### src/rtl/mux4_rr_arbiter_pkg.sv
// Shared types and the round-robin pick used by the 4-way word arbiter.
// The pick is a pure function so the winner logic stays a single expression in the top.
package mux4_rr_arbiter_pkg;

  typedef enum logic {
    EMPTY = 1'b0,
    FULL  = 1'b1
  } state_t;

  // First requester after 'last' in circular order; 'last' itself is searched last.
  function automatic logic [1:0] rr_pick(input logic [3:0] req, input logic [1:0] last);
    logic [1:0] cand;
    rr_pick = last;
    for (int k = 4; k >= 1; k--) begin
      cand = last + 2'(k);
      if (req[cand]) rr_pick = cand;
    end
  endfunction

endpackage

### src/rtl/mux4_rr_arbiter_mux4.sv
// Word-wide 4:1 mux built as a tree of 2:1 muxes.
// sel[0] picks within each pair and sel[1] picks between the pairs.
module mux2 #(
  parameter int width = 16
) (
  input  logic             sel,
  input  logic [width-1:0] a,
  input  logic [width-1:0] b,
  output logic [width-1:0] y
);
  assign y = sel ? b : a;
endmodule

module mux4 #(
  parameter int width = 16
) (
  input  logic [1:0]       sel,
  input  logic [width-1:0] d0,
  input  logic [width-1:0] d1,
  input  logic [width-1:0] d2,
  input  logic [width-1:0] d3,
  output logic [width-1:0] y
);
  logic [width-1:0] lo;
  logic [width-1:0] hi;

  mux2 #(.width(width)) u_lo  (.sel(sel[0]), .a(d0), .b(d1), .y(lo));
  mux2 #(.width(width)) u_hi  (.sel(sel[0]), .a(d2), .b(d3), .y(hi));
  mux2 #(.width(width)) u_top (.sel(sel[1]), .a(lo), .b(hi), .y(y));
endmodule

### src/rtl/mux4_rr_arbiter.sv
// Round-robin arbiter sharing one 4:1 word mux between four requesters.
// The winner's word goes into a one-entry output register with a valid/ready handshake.
module mux4_rr_arbiter
  import mux4_rr_arbiter_pkg::*;
#(
  parameter int word_size = 16,
  parameter int cnt_width = 16
) (
  input  logic                 clk,
  input  logic                 reset,
  input  logic [3:0]           req,
  input  logic [word_size-1:0] d0,
  input  logic [word_size-1:0] d1,
  input  logic [word_size-1:0] d2,
  input  logic [word_size-1:0] d3,
  output logic [3:0]           gnt,
  output logic [1:0]           sel,
  output logic                 out_valid,
  output logic [word_size-1:0] out_data,
  input  logic                 out_ready,
  output logic [1:0]           out_src,
  output logic [cnt_width-1:0] grant_cnt
);

  state_t               state;
  logic [1:0]           last;
  logic [1:0]           idx;
  logic                 can_load;
  logic                 cap;
  logic [word_size-1:0] mux_out;

  // A full register may be refilled in the same cycle it drains, so there is no bubble.
  assign can_load = (state == EMPTY) || out_ready;
  assign cap      = !reset && can_load && (req != 4'b0000);
  assign idx      = rr_pick(req, last);

  always_comb begin
    // NOTE: every always_comb output gets a default first so no path leaves it unassigned (no latch).
    gnt = 4'b0000;
    sel = last;
    if (reset) begin
      sel = 2'd0;
    end else if (cap) begin
      gnt = 4'b0001 << idx;
      sel = idx;
    end
  end

  mux4 #(.width(word_size)) u_mux (
    .sel(sel),
    .d0 (d0),
    .d1 (d1),
    .d2 (d2),
    .d3 (d3),
    .y  (mux_out)
  );

  // NOTE: sequential state uses non-blocking assignment so every register samples pre-edge values.
  always_ff @(posedge clk) begin
    if (reset) begin
      state     <= EMPTY;
      last      <= 2'd3;
      out_data  <= '0;
      out_src   <= 2'd0;
      grant_cnt <= '0;
    end else if (cap) begin
      state     <= FULL;
      last      <= idx;
      out_data  <= mux_out;
      out_src   <= idx;
      grant_cnt <= grant_cnt + 1'b1;
    end else if (state == FULL && out_ready) begin
      state <= EMPTY;
    end
  end

  assign out_valid = (state == FULL);

endmodule
### config.mk
export PLATFORM = sky130hd
export DESIGN_NAME = mux4_rr_arbiter
export DESIGN_NICKNAME = d
export VERILOG_FILES = /design/src/rtl/mux4_rr_arbiter_pkg.sv /design/src/rtl/mux4_rr_arbiter_mux4.sv /design/src/rtl/mux4_rr_arbiter.sv
export SDC_FILE = /design/constraint.sdc
export NUM_CORES = 1
export LEC_CHECK = 0
export ABC_AREA = 1
export BUFFER_PORTS_ARGS = -buffer_cell sky130_fd_sc_hd__buf_2
export CAP_MARGIN = 20
export CORE_ASPECT_RATIO = 1.4
export CORE_MARGIN = 2
export CORE_UTILIZATION = 50
export CTS_BUF_LIST = sky130_fd_sc_hd__clkbuf_8
export CTS_CLUSTER_DIAMETER = 60
export CTS_CLUSTER_SIZE = 25
export DETAILED_ROUTE_END_ITERATION = 7
export HOLD_SLACK_MARGIN = 0.06
export PLACE_DENSITY_LB_ADDON = 0.2
export SYNTH_ARGS = -nofsm -noshare
export SYNTH_HDL_FRONTEND = slang
export SYNTH_HIERARCHICAL = 1
export SYNTH_SLANG_ARGS = --single-unit
### constraint.sdc
create_clock -name clk -period 2.5 [get_ports clk]
set_clock_uncertainty 0.05 [all_clocks]
set_input_delay 0.5 -clock clk [delete_from_list [all_inputs] [get_ports clk]]
set_output_delay 0.5 -clock clk [all_outputs]
set_load 0.02 [all_outputs]
After elaboration in Yosys (flattened, before gate mapping) --
Index checks and enable logic that the tools add are counted.
Storage, ports and cells: bits in registers 37, input bits 71, output and inout bits 41, logic and storage cells 39
Operators by class: add/sub/neg operators 4, magnitude comparators 3, shift operators 1, multiplexer cells 18, bitwise logic cells 1, reduce and logical (&&, ||, !) cells 7
Operators by type and width (number):
- $mux W16 | 3
- $add A16 B1 Y16 const B | 1
- $mux W2 | 5
- $lt A2 B3 Y1 const B | 3
- $mux W4 | 2
- $bmux W1 S2 | 3
- $mux W1 | 5
- $add A2 B2 Y2 const B | 2
- $reduce_bool A4 Y1 | 1
- $shl A1 B2 Y4 const A | 1
- $logic_and A1 B1 Y1 | 3
- $add A2 B1 Y2 const B | 1
- $reduce_bool A2 Y1 | 1
- $logic_not A1 Y1 | 1
- $logic_or A1 B1 Y1 | 1
- $not A1 Y1 | 1

Logic depth before layout (Yosys ltp) --
Gate-level depths: netlist of the first run.
depth after elaboration 10, gate-level depth with buffers 20

Cells and area by module --
Netlist of the first run, hierarchy kept.
Modules (own cells, without submodules):
- mux4_rr_arbiter | instances 1, cells each 270, area an instance 1864.3 um^2
- mux2 | instances 3, cells each 52, area an instance 244.0 um^2

Worst setup path after synthesis of the first run --
Ideal clock, no wire load.
path type input -> register, from input req[3], to register out_data[5], setup time 114 ps, arrival time 2077 ps, slack 259 ps, cell stages on the path 14, buffers on the path 3, cells stage by stage inv_1 > nand3_1 > nand2_2 > inv_1 > buf_4 > nand3_2 > a21oi_1 > buf_6 > inv_6 > buf_12 > nand2_1 > nand2_1 > nand2_1 > nand2_1
RTL lines:
- start, declared | line mux4_rr_arbiter.sv:11 | input logic [3:0] req,
- $bmux W1 S2 | line mux4_rr_arbiter_pkg.sv:16 | if (req[cand]) rr_pick = cand;
- $mux W1 (implied by the code) | line mux4_rr_arbiter_pkg.sv:16
- $mux W2 (3 in a row) | line mux4_rr_arbiter_pkg.sv:16
- $mux W2 (*) | line mux4_rr_arbiter.sv:43 | end else if (cap) begin
- $mux W2 (*) | line mux4_rr_arbiter.sv:41 | if (reset) begin
- net sel[1] | line mux4_rr_arbiter.sv:17 | output logic [1:0] sel,
- $mux W16 (*) | line mux4_rr_arbiter_mux4.sv:11 | assign y = sel ? b : a;
- net mux_out[5] | line mux4_rr_arbiter.sv:30 | logic [word_size-1:0] mux_out;
- end signal, assigned | line mux4_rr_arbiter.sv:69 | out_data <= mux_out;
- end, declared | line mux4_rr_arbiter.sv:19 | output logic [word_size-1:0] out_data,
Mark *: on every way through the listed nets, which the timed path passes. The rest lies on a longest branch. The select of a mux whose other input is x is not followed. A chain may end at the register's enable or synchronous reset.

Worst setup path in the final report of the first run --
from register last[0], to output sel[0]
Between the ends: longest elaborated chain between the ends 8
RTL lines:
- start, declared | line mux4_rr_arbiter.sv:26 | logic [1:0] last;
- start signal, assigned | line mux4_rr_arbiter.sv:68 | last <= idx;
- $add A2 B2 Y2 | line mux4_rr_arbiter_pkg.sv:15 | cand = last + 2'(k);
- $bmux W1 S2 | line mux4_rr_arbiter_pkg.sv:16
- $mux W1 (implied by the code) | line mux4_rr_arbiter_pkg.sv:16
- $mux W2 (3 in a row) | line mux4_rr_arbiter_pkg.sv:16
- $mux W2 (*) | line mux4_rr_arbiter.sv:43
- $mux W2 (*) | line mux4_rr_arbiter.sv:41
- end, declared | line mux4_rr_arbiter.sv:17
Mark *: on every way between the ends. The rest lies on a longest branch, timed or not. The select of a mux whose other input is x is not followed.

==> flow_summary.rst, run 1 <==
.. list-table::
   :header-rows: 1

   * - Metric
     - Value
   * - Worst Path Class, Setup
     - register to output port
   * - Final layout net count
     - 605
   * - RSZ-0062 raised after global routing
     - false
   * - Pre-CTS WS
     - 0.171 ns
   * - Worst Hold Launch
     - out_data[10]
   * - Share of the synthesized area in the top cell type
     - 31.1%
   * - CTS buffer count
     - 5
   * - Part of the cycle the worst path needs
     - 93.0%
   * - Beginning of the worst register-to-register path
     - last[0]
   * - Hold path depth
     - 2
   * - Antenna Nets Post-Route
     - 0
   * - Number of cells on the worst reg-to-reg path
     - 18
   * - Io pins
     - 112
   * - Cell area after placement
     - 0.00311 mm2
   * - CP Data Arrival Time
     - 1.78 ns
   * - Final setup margin
     - 0.174 ns
   * - Clock insertion delay at the later pin of the skew report
     - 0.29 ns
   * - Sum of routed wire segments on met1
     - 2520 um
   * - Ant diodes
     - 0
   * - Die span in y
     - 89.3 um
   * - Clock Power Share
     - 23.3%
   * - Part of the Yosys area used for sequential elements
     - 28.5%
   * - Final core utilization
     - 63.1%
   * - Longest individual stage delay on the worst path
     - 0.44 ns
   * - Leakage power summed over all cells
     - 1.77 nW
   * - Post-Route Hold Slack
     - 0.410 ns
   * - Worst VDD drop
     - 0.261 mV
   * - Vias in the first global route
     - 2586
   * - Worst path required time
     - 1.95 ns
   * - Width of the die
     - 64.9 um
   * - Max Fclk
     - 0.430 GHz
   * - Part of the power in combinational logic
     - 38.5%
   * - Terminating pin of the worst hold path
     - out_data[10]
   * - Avg WL per Cell
     - 10.9 um
   * - Mean post-synth cell area
     - 6.09 um2
   * - Post-synthesis instance area
     - 0.00260 mm2
   * - Number of remaining DRC errors
     - 0
   * - Clock sinks
     - 37
   * - Run status
     - finished, final reports clean
   * - Number of distinct standard cells referenced by the synthesized netlist
     - 28
   * - Worst-path fanout max
     - 10
   * - Placed Cells
     - 592
   * - Area enclosed by the die boundary
     - 0.00579 mm2
   * - Met3 layer wire length in the routed design
     - 403 um
   * - P per Cell Area
     - 569 mW/mm2
   * - RD Place Congestion
     - 0.919
   * - Global Route Usage Sum
     - 22.7%
   * - Setup slack of the most critical reg-to-reg path
     - 0.42 ns
   * - Vias after detailed routing
     - 2879
   * - Slowest-stage cell, CP
     - sky130_fd_sc_hd__dfxtp_2
   * - Filler cell count in the final layout
     - 519
   * - Final design instance area without fill
     - 0.00321 mm2
   * - Worst Hold Class
     - register to register
   * - Share of cells above drive strength 1
     - 32.3%
   * - Number of antenna violations at the first check in global routing
     - 0
   * - CTS Hold Bufs
     - 0
   * - Count of synthesis-stage warnings from yosys
     - 6
   * - Final number of hold-violating endpoints
     - 0
   * - Remaining Overflow, GRT
     - 0
   * - Share of total power consumed by net switching
     - 38.2%
   * - Capturing element type of the critical path
     - output port
   * - Number of pins exceeding their max-slew limit in the final report
     - 0
   * - Transition time of the tightest slew-check pin
     - 0.287 ns
   * - Storage element area
     - 743 um2
   * - Core ar.
     - 0.00508 mm2
   * - Switching power
     - 0.697 mW
   * - Most common cell on crit path
     - sky130_fd_sc_hd__nand2_2
   * - CP Cell Sequence
     - inv_2 -> nand2_1 -> nand2_2 -> nand2_2 -> nand2_2 -> inv_2 -> nand2_2 -> nand2_2 -> nand3_2 -> nand2_4 -> buf_2
   * - Main area contributors after synthesis
     - sky130_fd_sc_hd__nand2_1 (31%), sky130_fd_sc_hd__dfxtp_1 (29%), sky130_fd_sc_hd__nand3_1 (6.2%), sky130_fd_sc_hd__nand2_2 (6.0%), sky130_fd_sc_hd__buf_6 (4.3%)
   * - Wire length of the first global-routing pass
     - 10600 um
   * - Layout-stage area growth over the synthesis result
     - 23.5%
   * - Root buffer cell
     - sky130_fd_sc_hd__clkbuf_8
   * - Syn nets
     - 498
   * - Largest net degree at the start of global routing
     - 29
   * - HPWL after detailed placement
     - 5170 um
   * - Uppermost layer routed
     - met4
   * - Clock slew at the register clock pins of the worst setup and hold paths
     - 0.07 ns
   * - Initial drt markers
     - 210
   * - Slew headroom
     - 80.8%
   * - Clock period minus worst slack
     - 2.33 ns
   * - Number of core rows
     - 31
   * - Mapped Cells
     - 426
   * - First-pass DRT Iterations
     - 4
   * - Detail-routed via count per cell
     - 4.81
   * - Part of the total power dissipated in sequential elements
     - 38.2%
   * - Number of levels the H-tree was split into
     - 2
   * - Area occupied by multi-input gates
     - 0.00153 mm2
   * - Largest buffer count on any clock path
     - 2
   * - Top library cells by usage in the layout, fill and taps aside
     - sky130_fd_sc_hd__nand2_1 (214), sky130_fd_sc_hd__buf_2 (111), sky130_fd_sc_hd__dfxtp_1 (35), sky130_fd_sc_hd__nand3_1 (32), sky130_fd_sc_hd__nand2_2 (25)
   * - Count of max-cap constraint violations
     - 0
   * - Effective utilization at floorplan
     - 51.1%
   * - Setup-violating endpoint count in the final report
     - 0
   * - PortBufs
     - 111
   * - Cell type with the highest aggregate area in the netlist
     - sky130_fd_sc_hd__nand2_1
   * - Number of non-filler instances in the completed layout
     - 599
   * - Design internal power
     - 1.13 mW
   * - Aggregate routed wire length
     - 6500 um
   * - Most common library cell in the layout ignoring fill and taps
     - sky130_fd_sc_hd__nand2_1
   * - Reg-to-reg critical path endpoint
     - out_data[13]
   * - Setup TNS
     - 0 ns
   * - Startpoint Class
     - register
   * - TritonCTS clock tree
     - yes
   * - Number of storage elements in the synthesis netlist
     - 37
   * - Overall power after layout
     - 1.82 mW
   * - Met2 layer wire length in the routed design
     - 3500 um
==> synth_stat cells <==
library cell,instances
sky130_fd_sc_hd__nand2_2,25
sky130_fd_sc_hd__xor2_1,4
sky130_fd_sc_hd__nor3b_1,1
sky130_fd_sc_hd__inv_2,3
sky130_fd_sc_hd__nor2_2,2
sky130_fd_sc_hd__nor3_1,5
sky130_fd_sc_hd__o21ai_1,1
sky130_fd_sc_hd__dfxtp_1,37
sky130_fd_sc_hd__buf_2,2
sky130_fd_sc_hd__a21oi_1,16
sky130_fd_sc_hd__xnor2_1,1
sky130_fd_sc_hd__o21a_1,1
sky130_fd_sc_hd__inv_1,20
sky130_fd_sc_hd__o21bai_2,1
sky130_fd_sc_hd__nor3_2,1
sky130_fd_sc_hd__nand4_1,3
sky130_fd_sc_hd__nand3_1,32
sky130_fd_sc_hd__nor2_1,20
sky130_fd_sc_hd__buf_12,3
sky130_fd_sc_hd__ha_1,1
sky130_fd_sc_hd__buf_4,3
sky130_fd_sc_hd__o21ai_2,1
sky130_fd_sc_hd__nand2_1,215
sky130_fd_sc_hd__o21ai_0,7
sky130_fd_sc_hd__clkbuf_1,3
sky130_fd_sc_hd__inv_6,3
sky130_fd_sc_hd__nand3_2,5
sky130_fd_sc_hd__buf_6,10
==> flip-flops by register name (all words and copies together), names as in the netlist <==
signal,flops
out_valid,1
last,2
out_src,2
out_data,16
grant_cnt,16
==> logic make-up (layout without fill, tap and decap cells) <==
logic type | count (synthesis) | in the layout | synth area share (%)
AND/OR/NAND/NOR | 309 | 309 | 50.9
adder cells (fa/ha/maj) | 1 | 1 | 0.482
flip-flops | 37 | 37 | 28.5
AO/OA/AOI/OAI | 27 | 27 | 5.69
XOR/XNOR | 5 | 5 | 1.69
buffers and inverters | 47 | 154 | 12.7
==> critical path, delay by kind of cell (launching register included) <==
kind | cells | cell delay, ns
buf+inv | 3 | 0.35
simple gates | 8 | 0.70
flops | 1 | 0.44
==> worst max-delay path by stage <==
stage                     startpoint           end
after global placement        req[3]  out_data[14]
after detailed placement     last[0]  out_data[13]
after CTS                    last[1]        sel[0]
after global routing         last[0]        sel[0]
after floorplan               req[3]   out_data[5]
final                        last[0]        sel[0]
==> routing by layer <==
metal	vias up	GRT usage, %
li1	1533	-
met1	1236	23.7
met2	101	45.7
met3	9	3.90
met4	0	6.77
met5	-	0
==> final cells by class <==
cell class | count | share of cell area (%)
flip-flops and latches | 37 | 23.2
multi-input cells | 342 | 47.9
inverters | 26 | 3.51
clock inverters | 1 | 0.234
repair buffers | 121 | 20.1
clock buffers | 6 | 2.58
well taps | 66 | 2.58
==> power groups by stage <==
stage	combinational (mW)	sequential, mW	clock, mW
finish	0.703	0.696	0.425
floorplan	0.508	0.759	0
global route	0.797	0.702	0.463
CTS	0.706	0.696	0.436
detailed placement	0.703	0.709	0
global placement	0.694	0.707	0
==> timing repair <==
| item | 4_1_cts | 5_1_grt |
|---|---|---|
| endpoints found under the setup margin | 1 | 1 |
| buffers inserted | 0 | 0 |
| hold endpoints to repair | 0 | 0 |
| resized for setup | 2 | 2 |
Note: power is estimated with default switching activity, not from simulation.
==> run 2, diff against run 1 <==
--- a/config.mk
+++ b/config.mk
@@ -5,12 +5,11 @@
 export SDC_FILE = /design/constraint.sdc
 export NUM_CORES = 1
 export LEC_CHECK = 0
-export ABC_AREA = 1
 export BUFFER_PORTS_ARGS = -buffer_cell sky130_fd_sc_hd__buf_2
 export CAP_MARGIN = 20
 export CORE_ASPECT_RATIO = 1.4
 export CORE_MARGIN = 2
-export CORE_UTILIZATION = 50
+export CORE_UTILIZATION = 48
 export CTS_BUF_LIST = sky130_fd_sc_hd__clkbuf_8
 export CTS_CLUSTER_DIAMETER = 60
 export CTS_CLUSTER_SIZE = 25
==> run 2 against run 1 <==
  * Worst setup slack lost 0.097 ns
  * Core utilization grew 3.8 points
  * Clock power grew 9.9%
  * First-iteration DRC count shrank 72%
  * Sequential power shrank 3%
  * Final cell count shrank 27%
  * Critical endpoint is now sel[1]
  * Combinational power shrank 8.1%
  * Synthesized cell count shrank 41%
  * Register-to-register slack lost 0.13 ns
  * Routed wire length shrank 8.0%
==> flow_summary.rst, run 2 <==
.. list-table::
   :header-rows: 1

   * - Metric
     - Value
   * - Worst path required time
     - 1.95 ns (about the same)
   * - Slowest-stage cell, CP
     - sky130_fd_sc_hd__nor4_4 (was sky130_fd_sc_hd__dfxtp_2)
   * - Largest family of logic cells by synthesized area
     - multiplexers (was simple AND/OR/NAND/NOR gates)
   * - Number of remaining DRC errors
     - 0 (unchanged)
   * - Run status
     - finished, final reports clean (unchanged)
   * - Cell class contributing the biggest share of worst-path delay
     - simple AND/OR/NAND/NOR gates (unchanged)
   * - RD Place Congestion
     - 0.728 (was 0.919)
   * - Global Route Usage Sum
     - 22.4% (was 22.7%)
   * - CTS buffer count
     - 5 (unchanged)
   * - Cell with the most instances after synthesis
     - sky130_fd_sc_hd__nand2_1 (unchanged)
   * - Cell type with the highest aggregate area in the netlist
     - sky130_fd_sc_hd__dfxtp_1 (was sky130_fd_sc_hd__nand2_1)
   * - CP Cell Sequence
     - buf_2 -> nor4_4 -> or3_1 -> nand2_1 -> o21ai_4 -> buf_2 (was inv_2 -> nand2_1 -> nand2_2 -> nand2_2 -> nand2_2 -> inv_2 -> nand2_2 -> nand2_2 -> nand3_2 -> nand2_4 -> buf_2)
   * - Max Fclk
     - 0.413 GHz (was 0.430 GHz)
   * - Worst-path fanout max
     - 4 (was 10)
   * - Biggest regs
     - grant_cnt: 16 flops, out_data: 16 flops (unchanged)
   * - Startpoint Class
     - input pin (was register)
   * - Final design instance area without fill
     - 0.00319 mm2 (was 0.00321 mm2)
   * - Number of pins exceeding their max-slew limit in the final report
     - 0 (unchanged)
   * - Setup bufs post-CTS
     - 0 (unchanged)
   * - Longest individual stage delay on the worst path
     - 0.38 ns (was 0.44 ns)
   * - P per Cell Area
     - 562 mW/mm2 (was 569 mW/mm2)
   * - Setup-violating endpoint count in the final report
     - 0 (unchanged)
   * - Width of the die
     - 63.2 um (was 64.9 um)
   * - Count of synthesis-stage warnings from yosys
     - 6 (unchanged)
   * - Setup TNS
     - 0 ns (unchanged)
   * - First-pass DRT Iterations
     - 4 (unchanged)
   * - Die span in y
     - 86.8 um (was 89.3 um)
   * - TritonCTS clock tree
     - yes (unchanged)
   * - Largest buffer count on any clock path
     - 2 (unchanged)
   * - Mean post-synth cell area
     - 9.33 um2 (was 6.09 um2)
   * - Area share of xor/xnor cells in the synthesized design
     - 1.12% (was 1.69%)
   * - Number of core rows
     - 30 (was 31)
   * - Transition time of the tightest slew-check pin
     - 0.429 ns (was 0.287 ns)
   * - Final number of hold-violating endpoints
     - 0 (unchanged)
   * - Async set-reset flop share out of synthesis
     - 0% (unchanged)
   * - Ys flop type
     - sky130_fd_sc_hd__dfxtp_1 (unchanged)
   * - Area enclosed by the die boundary
     - 0.00548 mm2 (was 0.00579 mm2)
   * - Number of antenna violations at the first check in global routing
     - 0 (unchanged)
   * - Avg WL per Cell
     - 13.7 um (was 10.9 um)
   * - Antenna Nets Post-Route
     - 0 (unchanged)
   * - Clock slew at the register clock pins of the worst setup and hold paths
     - 0.07 ns (about the same)
   * - Largest net degree at the start of global routing
     - 25 (was 29)
   * - Root buffer cell
     - sky130_fd_sc_hd__clkbuf_8 (unchanged)
   * - Clock sinks
     - 37 (unchanged)
   * - Number of storage elements in the synthesis netlist
     - 37 (unchanged)
   * - Share of cells above drive strength 1
     - 52.1% (was 32.3%)
   * - Top library cells by usage in the layout, fill and taps aside
     - sky130_fd_sc_hd__buf_2 (111), sky130_fd_sc_hd__nand2_1 (48), sky130_fd_sc_hd__dfxtp_1 (37), sky130_fd_sc_hd__mux2_4 (30), sky130_fd_sc_hd__nand3_1 (20) (was sky130_fd_sc_hd__nand2_1 (214), sky130_fd_sc_hd__buf_2 (111), sky130_fd_sc_hd__dfxtp_1 (35), sky130_fd_sc_hd__nand3_1 (32), sky130_fd_sc_hd__nand2_2 (25))
   * - Part of the Yosys area used for sequential elements
     - 31.5% (was 28.5%)
   * - Initial drt markers
     - 58 (was 210)
   * - Clock period minus worst slack
     - 2.42 ns (was 2.33 ns)
   * - Mapped Cells
     - 252 (was 426)
   * - Capturing element type of the critical path
     - output port (unchanged)
   * - Wire length of the first global-routing pass
     - 9780 um (was 10600 um)
   * - Worst Hold Class
     - register to register (unchanged)
   * - Final core utilization
     - 66.9% (was 63.1%)
   * - Clock insertion delay at the later pin of the skew report
     - 0.29 ns (about the same)
   * - Number of distinct standard cells referenced by the synthesized netlist
     - 39 (was 28)
   * - Synthesized-area fraction occupied by and/or/nand/nor cells
     - 22.8% (was 50.9%)
   * - Vias in the first global route
     - 2248 (was 2586)
   * - Number of levels the H-tree was split into
     - 2 (unchanged)
   * - Leakage power summed over all cells
     - 1.58 nW (was 1.77 nW)
   * - Layout-stage area growth over the synthesis result
     - 35.6% (was 23.5%)
   * - Detail-routed via count per cell
     - 5.26 (was 4.81)
   * - PortBufs
     - 111 (unchanged)
   * - Most common library cell in the layout ignoring fill and taps
     - sky130_fd_sc_hd__buf_2 (was sky130_fd_sc_hd__nand2_1)
   * - Io pins
     - 112 (unchanged)
   * - Vias after detailed routing
     - 2302 (was 2879)
   * - Slew headroom
     - 71.0% (was 80.8%)
   * - Effective utilization at floorplan
     - 49.3% (was 51.1%)
   * - Worst Path Class, Setup
     - input pin to output port (was register to output port)
   * - Syn nets
     - 324 (was 498)
   * - Core ar.
     - 0.00477 mm2 (was 0.00508 mm2)
   * - Remaining Overflow, GRT
     - 0 (unchanged)
   * - Count of max-cap constraint violations
     - 0 (unchanged)
   * - CP Data Arrival Time
     - 1.87 ns (was 1.78 ns)
   * - Most common cell on crit path
     - sky130_fd_sc_hd__buf_2 (was sky130_fd_sc_hd__nand2_2)
   * - Adder and majority gate portion of the synthesized area
     - 0.532% (was 0.482%)
   * - Main area contributors after synthesis
     - sky130_fd_sc_hd__dfxtp_1 (32%), sky130_fd_sc_hd__mux2_4 (19%), sky130_fd_sc_hd__mux2_2 (8.6%), sky130_fd_sc_hd__nand2_1 (7.7%), sky130_fd_sc_hd__nand3_1 (4.5%) (was sky130_fd_sc_hd__nand2_1 (31%), sky130_fd_sc_hd__dfxtp_1 (29%), sky130_fd_sc_hd__nand3_1 (6.2%), sky130_fd_sc_hd__nand2_2 (6.0%), sky130_fd_sc_hd__buf_6 (4.3%))
   * - Part of the cycle the worst path needs
     - 96.9% (was 93.0%)
   * - Post-synth EDFFs
     - 0 (unchanged)
   * - Ranking of synthesized cells by instance count
     - sky130_fd_sc_hd__nand2_1 (48), sky130_fd_sc_hd__dfxtp_1 (37), sky130_fd_sc_hd__mux2_4 (30), sky130_fd_sc_hd__nand3_1 (21), sky130_fd_sc_hd__mux2_2 (18) (was sky130_fd_sc_hd__nand2_1 (215), sky130_fd_sc_hd__dfxtp_1 (37), sky130_fd_sc_hd__nand3_1 (32), sky130_fd_sc_hd__nand2_2 (25))
   * - Final layout net count
     - 445 (was 605)
   * - Ant diodes
     - 0 (unchanged)
   * - Share of the synthesized area in the top cell type
     - 31.5% (was 31.1%)
   * - RSZ-0062 raised after global routing
     - false (unchanged)
   * - Aggregate routed wire length
     - 5980 um (was 6500 um)
   * - Post-synthesis instance area
     - 0.00235 mm2 (was 0.00260 mm2)
   * - Cell area after placement
     - 0.00307 mm2 (was 0.00311 mm2)
   * - Worst VDD drop
     - 0.398 mV (was 0.261 mV)
   * - Compound-Gate Fraction of Synth Area
     - 8.57% (was 5.69%)
   * - HPWL after detailed placement
     - 4560 um (was 5170 um)
   * - Buf+Inv Stages, Crit Path
     - 2 (was 3)
   * - Multiplexer area fraction after synthesis
     - 28.6% (was 0%)
[run 2: cell count changes after synthesis, moves of 7 or more]
cell | before | now
sky130_fd_sc_hd__nand2_1 | 215 | 48
sky130_fd_sc_hd__mux2_4 | 0 | 30
sky130_fd_sc_hd__nand2_2 | 25 | 0
sky130_fd_sc_hd__mux2_2 | 0 | 18
sky130_fd_sc_hd__inv_1 | 20 | 3
sky130_fd_sc_hd__nor2_1 | 20 | 5
sky130_fd_sc_hd__nand3_1 | 32 | 21
sky130_fd_sc_hd__buf_6 | 10 | 3
[run 2: through the flow]
step / power [mW] / std cells / hold WS [ns] / worst slack, ns
after global routing: 1.89 / 438 / 0.433 / 0.00395
after CTS: 1.80 / 438 / 0.405 / 0.0247
after global placement: 1.32 / 430 / 0.388 / -0.00606
after detailed placement: 1.33 / 430 / 0.393 / -0.0666
after floorplan: 1.15 / 252 / 0.483 / -0.108
final: 1.79 / 438 / 0.402 / 0.0770
[run 2: power by group]
part,switching [mW],total [mW],leakage [nW],internal (mW)
clock,0.217,0.467,0.0542,0.249
sequential,0.0330,0.677,0.304,0.644
combinational,0.302,0.646,1.22,0.344
total,0.553,1.79,1.58,1.24
[run 2: final timing paths]
path         slack (ns)  cells past startpoint           end        start
min                0.40                      2   out_data[6]  out_data[6]
max                0.08                      6        sel[1]       req[1]
min reg2reg        0.40                      2   out_data[6]  out_data[6]
max reg2reg        0.29                      8  out_data[14]    out_valid
[run 2: what timing repair did]
action | CTS | global route
gates resized for setup | 0 | 3
hold buffers | 0 | 0
setup endpoints to repair | 0 | 2
[run 2: final cells by class]
class | instances | area (um2)
clock buffers | 7 | 96.3
clock inverters | 1 | 5.00
fillers | 404 | 1580
inverters | 3 | 11.3
multi-input cells | 194 | 1500
flip-flops and latches | 37 | 741
well taps | 64 | 80.1
repair buffers | 132 | 754
[run 2: logic make-up after synthesis]
logic type,after synthesis
XOR/XNOR,3
AND/OR/NAND/NOR,109
buffers and inverters,21
AO/OA/AOI/OAI,31
adder cells (fa/ha/maj),1
flip-flops,37
multiplexers,50
[run 2: worst min-delay path, cell delays in order (launching register included)]
cell and delay (ns):
sky130_fd_sc_hd__dfxtp_1 0.31, sky130_fd_sc_hd__nand3_1 0.06, sky130_fd_sc_hd__nand2_1 0.05
[run 2: layer usage]
| metal | wire, um | vias up | GRT usage [%] |
|---|---|---|---|
| met5 | 0 | - | 0 |
| met4 | 95 | 0 | 8.28 |
| met3 | 288 | 7 | 5.19 |
| met2 | 3360 | 65 | 43.6 |
| met1 | 2240 | 1081 | 22.9 |
| li1 | - | 1149 | - |
==> run 3, diff against run 2 <==
--- a/config.mk
+++ b/config.mk
@@ -9,7 +9,7 @@
 export CAP_MARGIN = 20
 export CORE_ASPECT_RATIO = 1.4
 export CORE_MARGIN = 2
-export CORE_UTILIZATION = 48
+export CORE_UTILIZATION = 46
 export CTS_BUF_LIST = sky130_fd_sc_hd__clkbuf_8
 export CTS_CLUSTER_DIAMETER = 60
 export CTS_CLUSTER_SIZE = 25
@@ -18,5 +18,4 @@
 export PLACE_DENSITY_LB_ADDON = 0.2
 export SYNTH_ARGS = -nofsm -noshare
 export SYNTH_HDL_FRONTEND = slang
-export SYNTH_HIERARCHICAL = 1
 export SYNTH_SLANG_ARGS = --single-unit
==> run 3 against run 2 <==
  * Routed wire length fell by 14%
  * Power fell by 18%
  * Combinational power fell by 39%
  * Sequential power fell by 1%
  * Synthesized area fell by 13%
  * Flip-flop and latch count did not move
  * Global-route usage fell by 0.44 points
  * Maximum frequency rose by 5.1%
  * Critical path type is now register to output port
  * Cell area fell by 15%
  * Worst setup slack improved by 0.12 ns
==> flow_summary.rst, run 3 <==
.. list-table::
   :header-rows: 1

   * - Metric
     - Value
   * - Count of synthesis-stage warnings from yosys
     - 0 (was 6)
   * - Setup slack of the most critical reg-to-reg path
     - 0.47 ns (was 0.29 ns)
   * - Antenna Nets Post-Route
     - 0 (unchanged)
   * - Longest individual stage delay on the worst path
     - 0.41 ns (was 0.38 ns)
   * - Worst path required time
     - 1.95 ns (about the same)
   * - Final layout net count
     - 397 (was 445)
   * - Cell class contributing the biggest share of worst-path delay
     - compound AO/OA/AOI/OAI gates (was simple AND/OR/NAND/NOR gates)
   * - Buf+Inv Stages, Crit Path
     - 1 (was 2)
   * - Area enclosed by the die boundary
     - 0.00502 mm2 (was 0.00548 mm2)
   * - Aggregate routed wire length
     - 5140 um (was 5980 um)
   * - CTS Hold Bufs
     - 0 (unchanged)
   * - Detail-routed via count per cell
     - 5.19 (was 5.26)
   * - Part of the Yosys area used for sequential elements
     - 36.1% (was 31.5%)
   * - Global Route Usage Sum
     - 21.9% (was 22.4%)
   * - Setup TNS
     - 0 ns (unchanged)
   * - Worst Hold Class
     - register to register (unchanged)
   * - Worst Hold Launch
     - grant_cnt[9] (was out_data[6])
   * - Syn nets
     - 287 (was 324)
   * - P per Cell Area
     - 543 mW/mm2 (was 562 mW/mm2)
   * - Hold path depth
     - 2 (unchanged)
   * - Slowest-stage cell, CP
     - sky130_fd_sc_hd__dfxtp_2 (was sky130_fd_sc_hd__nor4_4)
   * - Vias after detailed routing
     - 2002 (was 2302)
   * - Transition time of the tightest slew-check pin
     - 0.429 ns (about the same)
   * - Io pins
     - 112 (unchanged)
   * - Largest buffer count on any clock path
     - 2 (unchanged)
   * - Cell with the most instances after synthesis
     - sky130_fd_sc_hd__dfxtp_1 (was sky130_fd_sc_hd__nand2_1)
   * - Number of gates resized after cts
     - 0 (unchanged)
   * - Final setup margin
     - 0.194 ns (was 0.0770 ns)
   * - Async set-reset flop share out of synthesis
     - 0% (unchanged)
   * - Capturing element type of the critical path
     - output port (unchanged)
   * - CTS buffer count
     - 5 (unchanged)
   * - TritonCTS clock tree
     - yes (unchanged)
   * - Clock insertion delay at the later pin of the skew report
     - 0.29 ns (about the same)
   * - Avg WL per Cell
     - 13.3 um (was 13.7 um)
   * - Slew headroom
     - 71.2% (was 71.0%)
   * - Post-Route Hold Slack
     - 0.451 ns (was 0.402 ns)
   * - Number of core rows
     - 28 (was 30)
   * - Share of the synthesized area in the top cell type
     - 36.1% (was 31.5%)
   * - Root buffer cell
     - sky130_fd_sc_hd__clkbuf_8 (unchanged)
   * - Filler cell count in the final layout
     - 402 (was 404)
   * - Worst-path fanout max
     - 8 (was 4)
   * - PortBufs
     - 111 (unchanged)
   * - Biggest regs
     - grant_cnt: 16 flops, out_data: 16 flops (unchanged)
   * - Ys flop type
     - sky130_fd_sc_hd__dfxtp_1 (unchanged)
   * - Run status
     - finished, final reports clean (unchanged)
   * - Met3 GRT Util
     - 6.70% (was 5.19%)
   * - Layout-stage area growth over the synthesis result
     - 32.6% (was 35.6%)
   * - Die span in y
     - 83 um (was 86.8 um)
   * - Busiest metal layer after global routing
     - met2 (unchanged)
   * - First-pass DRT Iterations
     - 4 (unchanged)
   * - Top library cells by usage in the layout, fill and taps aside
     - sky130_fd_sc_hd__buf_2 (111), sky130_fd_sc_hd__dfxtp_1 (36), sky130_fd_sc_hd__mux2i_1 (33), sky130_fd_sc_hd__nor2_1 (21) (was sky130_fd_sc_hd__buf_2 (111), sky130_fd_sc_hd__nand2_1 (48), sky130_fd_sc_hd__dfxtp_1 (37), sky130_fd_sc_hd__mux2_4 (30), sky130_fd_sc_hd__nand3_1 (20))
   * - Core ar.
     - 0.00427 mm2 (was 0.00477 mm2)
   * - Number of storage elements in the synthesis netlist
     - 37 (unchanged)
   * - Number of antenna violations at the first check in global routing
     - 0 (unchanged)
   * - Final number of hold-violating endpoints
     - 0 (unchanged)
   * - Most common library cell in the layout ignoring fill and taps
     - sky130_fd_sc_hd__buf_2 (unchanged)
   * - Clock sinks
     - 37 (unchanged)
   * - Worst VDD drop
     - 0.314 mV (was 0.398 mV)
   * - CP Cell Sequence
     - and3b_1 -> a211o_1 -> o31ai_1 -> a211oi_2 -> nand2_2 -> nor2_1 -> buf_2 (was buf_2 -> nor4_4 -> or3_1 -> nand2_1 -> o21ai_4 -> buf_2)
   * - Initial drt markers
     - 63 (was 58)
   * - Startpoint Class
     - register (was input pin)
   * - Largest net degree at the start of global routing
     - 34 (was 25)
   * - Leakage power summed over all cells
     - 1.26 nW (was 1.58 nW)
   * - Width of the die
     - 60.4 um (was 63.2 um)
   * - Critical Path Stages
     - 7 (was 6)
   * - Setup-violating endpoint count in the final report
     - 0 (unchanged)
   * - Number of remaining DRC errors
     - 0 (unchanged)
   * - HPWL after detailed placement
     - 3980 um (was 4560 um)
   * - Met1 global-route usage
     - 22.4% (was 22.9%)
   * - Worst Path Class, Setup
     - register to output port (was input pin to output port)
   * - Beginning of the worst register-to-register path
     - out_valid (unchanged)
   * - Fraction of met2 tracks used by global routing
     - 40.4% (was 43.6%)
   * - Effective utilization at floorplan
     - 48.0% (was 49.3%)
   * - RSZ-0062 raised after global routing
     - false (unchanged)
   * - Final core utilization
     - 63.6% (was 66.9%)
   * - Max Fclk
     - 0.434 GHz (was 0.413 GHz)
   * - Remaining Overflow, GRT
     - 0 (unchanged)
   * - RD Place Congestion
     - 0.781 (was 0.728)
   * - Pre-CTS WS
     - 0.141 ns (was -0.0666 ns)
   * - Number of distinct standard cells referenced by the synthesized netlist
     - 40 (was 39)
   * - Clock period minus worst slack
     - 2.31 ns (was 2.42 ns)
   * - Main area contributors after synthesis
     - sky130_fd_sc_hd__dfxtp_1 (36%), sky130_fd_sc_hd__mux2i_1 (16%), sky130_fd_sc_hd__o221ai_1 (6.8%), sky130_fd_sc_hd__nand3b_1 (5.9%), sky130_fd_sc_hd__nor2_1 (3.8%) (was sky130_fd_sc_hd__dfxtp_1 (32%), sky130_fd_sc_hd__mux2_4 (19%), sky130_fd_sc_hd__mux2_2 (8.6%), sky130_fd_sc_hd__nand2_1 (7.7%), sky130_fd_sc_hd__nand3_1 (4.5%))
   * - Post-synthesis instance area
     - 0.00205 mm2 (was 0.00235 mm2)
   * - CP Data Arrival Time
     - 1.76 ns (was 1.87 ns)
   * - Ant diodes
     - 0 (unchanged)
   * - Count of max-cap constraint violations
     - 0 (unchanged)
   * - Wire length of the first global-routing pass
     - 8660 um (was 9780 um)
   * - Part of the cycle the worst path needs
     - 92.2% (was 96.9%)
   * - Number of pins exceeding their max-slew limit in the final report
     - 0 (unchanged)
   * - Post-synth EDFFs
     - 0 (unchanged)
   * - Setup bufs post-CTS
     - 0 (unchanged)
   * - Number of cells on the worst reg-to-reg path
     - 8 (unchanged)
   * - Number of levels the H-tree was split into
     - 2 (unchanged)
   * - Mean post-synth cell area
     - 9.54 um2 (was 9.33 um2)
   * - Critical Path Source
     - last[1] (was req[1])
   * - Ranking of synthesized cells by instance count
     - sky130_fd_sc_hd__dfxtp_1 (37), sky130_fd_sc_hd__mux2i_1 (33), sky130_fd_sc_hd__nor2_1 (21), sky130_fd_sc_hd__nand3b_1 (16), sky130_fd_sc_hd__o221ai_1 (16) (was sky130_fd_sc_hd__nand2_1 (48), sky130_fd_sc_hd__dfxtp_1 (37), sky130_fd_sc_hd__mux2_4 (30), sky130_fd_sc_hd__nand3_1 (21), sky130_fd_sc_hd__mux2_2 (18))
   * - Cell type with the highest aggregate area in the netlist
     - sky130_fd_sc_hd__dfxtp_1 (unchanged)
   * - Mapped Cells
     - 215 (was 252)
   * - Share of cells above drive strength 1
     - 42.3% (was 52.1%)
   * - Clock slew at the register clock pins of the worst setup and hold paths
     - 0.08 ns (was 0.07 ns)
   * - Vias in the first global route
     - 2055 (was 2248)
[run 3: cell types whose count changed after synthesis, moves of 4 or more]
| cell | previous run | this run |
|---|---|---|
| sky130_fd_sc_hd__mux2_2 | 18 | 0 |
| sky130_fd_sc_hd__or4_1 | 5 | 0 |
| sky130_fd_sc_hd__xor2_1 | 0 | 7 |
| sky130_fd_sc_hd__o31ai_1 | 5 | 1 |
| sky130_fd_sc_hd__mux2_4 | 30 | 0 |
| sky130_fd_sc_hd__o221ai_1 | 0 | 16 |
| sky130_fd_sc_hd__nand2_1 | 48 | 11 |
| sky130_fd_sc_hd__nand3b_1 | 0 | 16 |
| sky130_fd_sc_hd__mux2i_1 | 2 | 33 |
| sky130_fd_sc_hd__nand3_1 | 21 | 1 |
| sky130_fd_sc_hd__a21oi_1 | 12 | 8 |
| sky130_fd_sc_hd__nor2_1 | 5 | 21 |
[run 3: final timing paths]
| path | end |
|---|---|
| max | gnt[2] |
| min | grant_cnt[9] |
| max reg2reg | out_data[5] |
| min reg2reg | grant_cnt[9] |
[run 3: area by class of cell]
type	instances	area, um2	share of cell area [%]
Inverter	4	15.0	0.552
Clock inverter	3	17.5	0.644
Tap cell	60	75.1	2.76
Clock buffer	5	68.8	2.53
Sequential cell	37	742	27.3
Timing Repair Buffer	120	636	23.4
Multi-Input combinational cell	157	1160	42.8
[run 3: power breakdown]
group	leakage, nW	total [mW]	switching (mW)	internal, mW
Combinational	0.916	0.394	0.217	0.177
Clock	0.0439	0.415	0.222	0.192
Sequential	0.303	0.668	0.0318	0.636
[run 3: through the flow]
step           instance area [um2]  power, mW  cells
6_report                      2720       1.48    386
5_1_grt                       2720       1.56    386
4_1_cts                       2720       1.49    386
3_5_place_dp                  2630       1.08    378
3_3_place_gp                  2630       1.07    378
2_1_floorplan                 2050      0.947    215
[run 3: worst min-delay path, stage by stage, from the launching register on]
cell	delay (ns)
sky130_fd_sc_hd__dfxtp_1	0.32
sky130_fd_sc_hd__o21ai_0	0.08
sky130_fd_sc_hd__a21oi_1	0.06
[run 3: cell families after synthesis]
group,synth area share [%]
XOR/XNOR,4.70
buffers and inverters,7.44
AND/OR/NAND/NOR,22.5
flip-flops,36.1
AO/OA/AOI/OAI,12.5
multiplexers,16.1
adder cells (fa/ha/maj),0.610
[run 3: per-layer routing]
metal  wire length [um]  up-vias
met5                  0        -
met4                 68        0
met3                362        7
met2               2730       76
met1               1980      917
li1                   -     1002
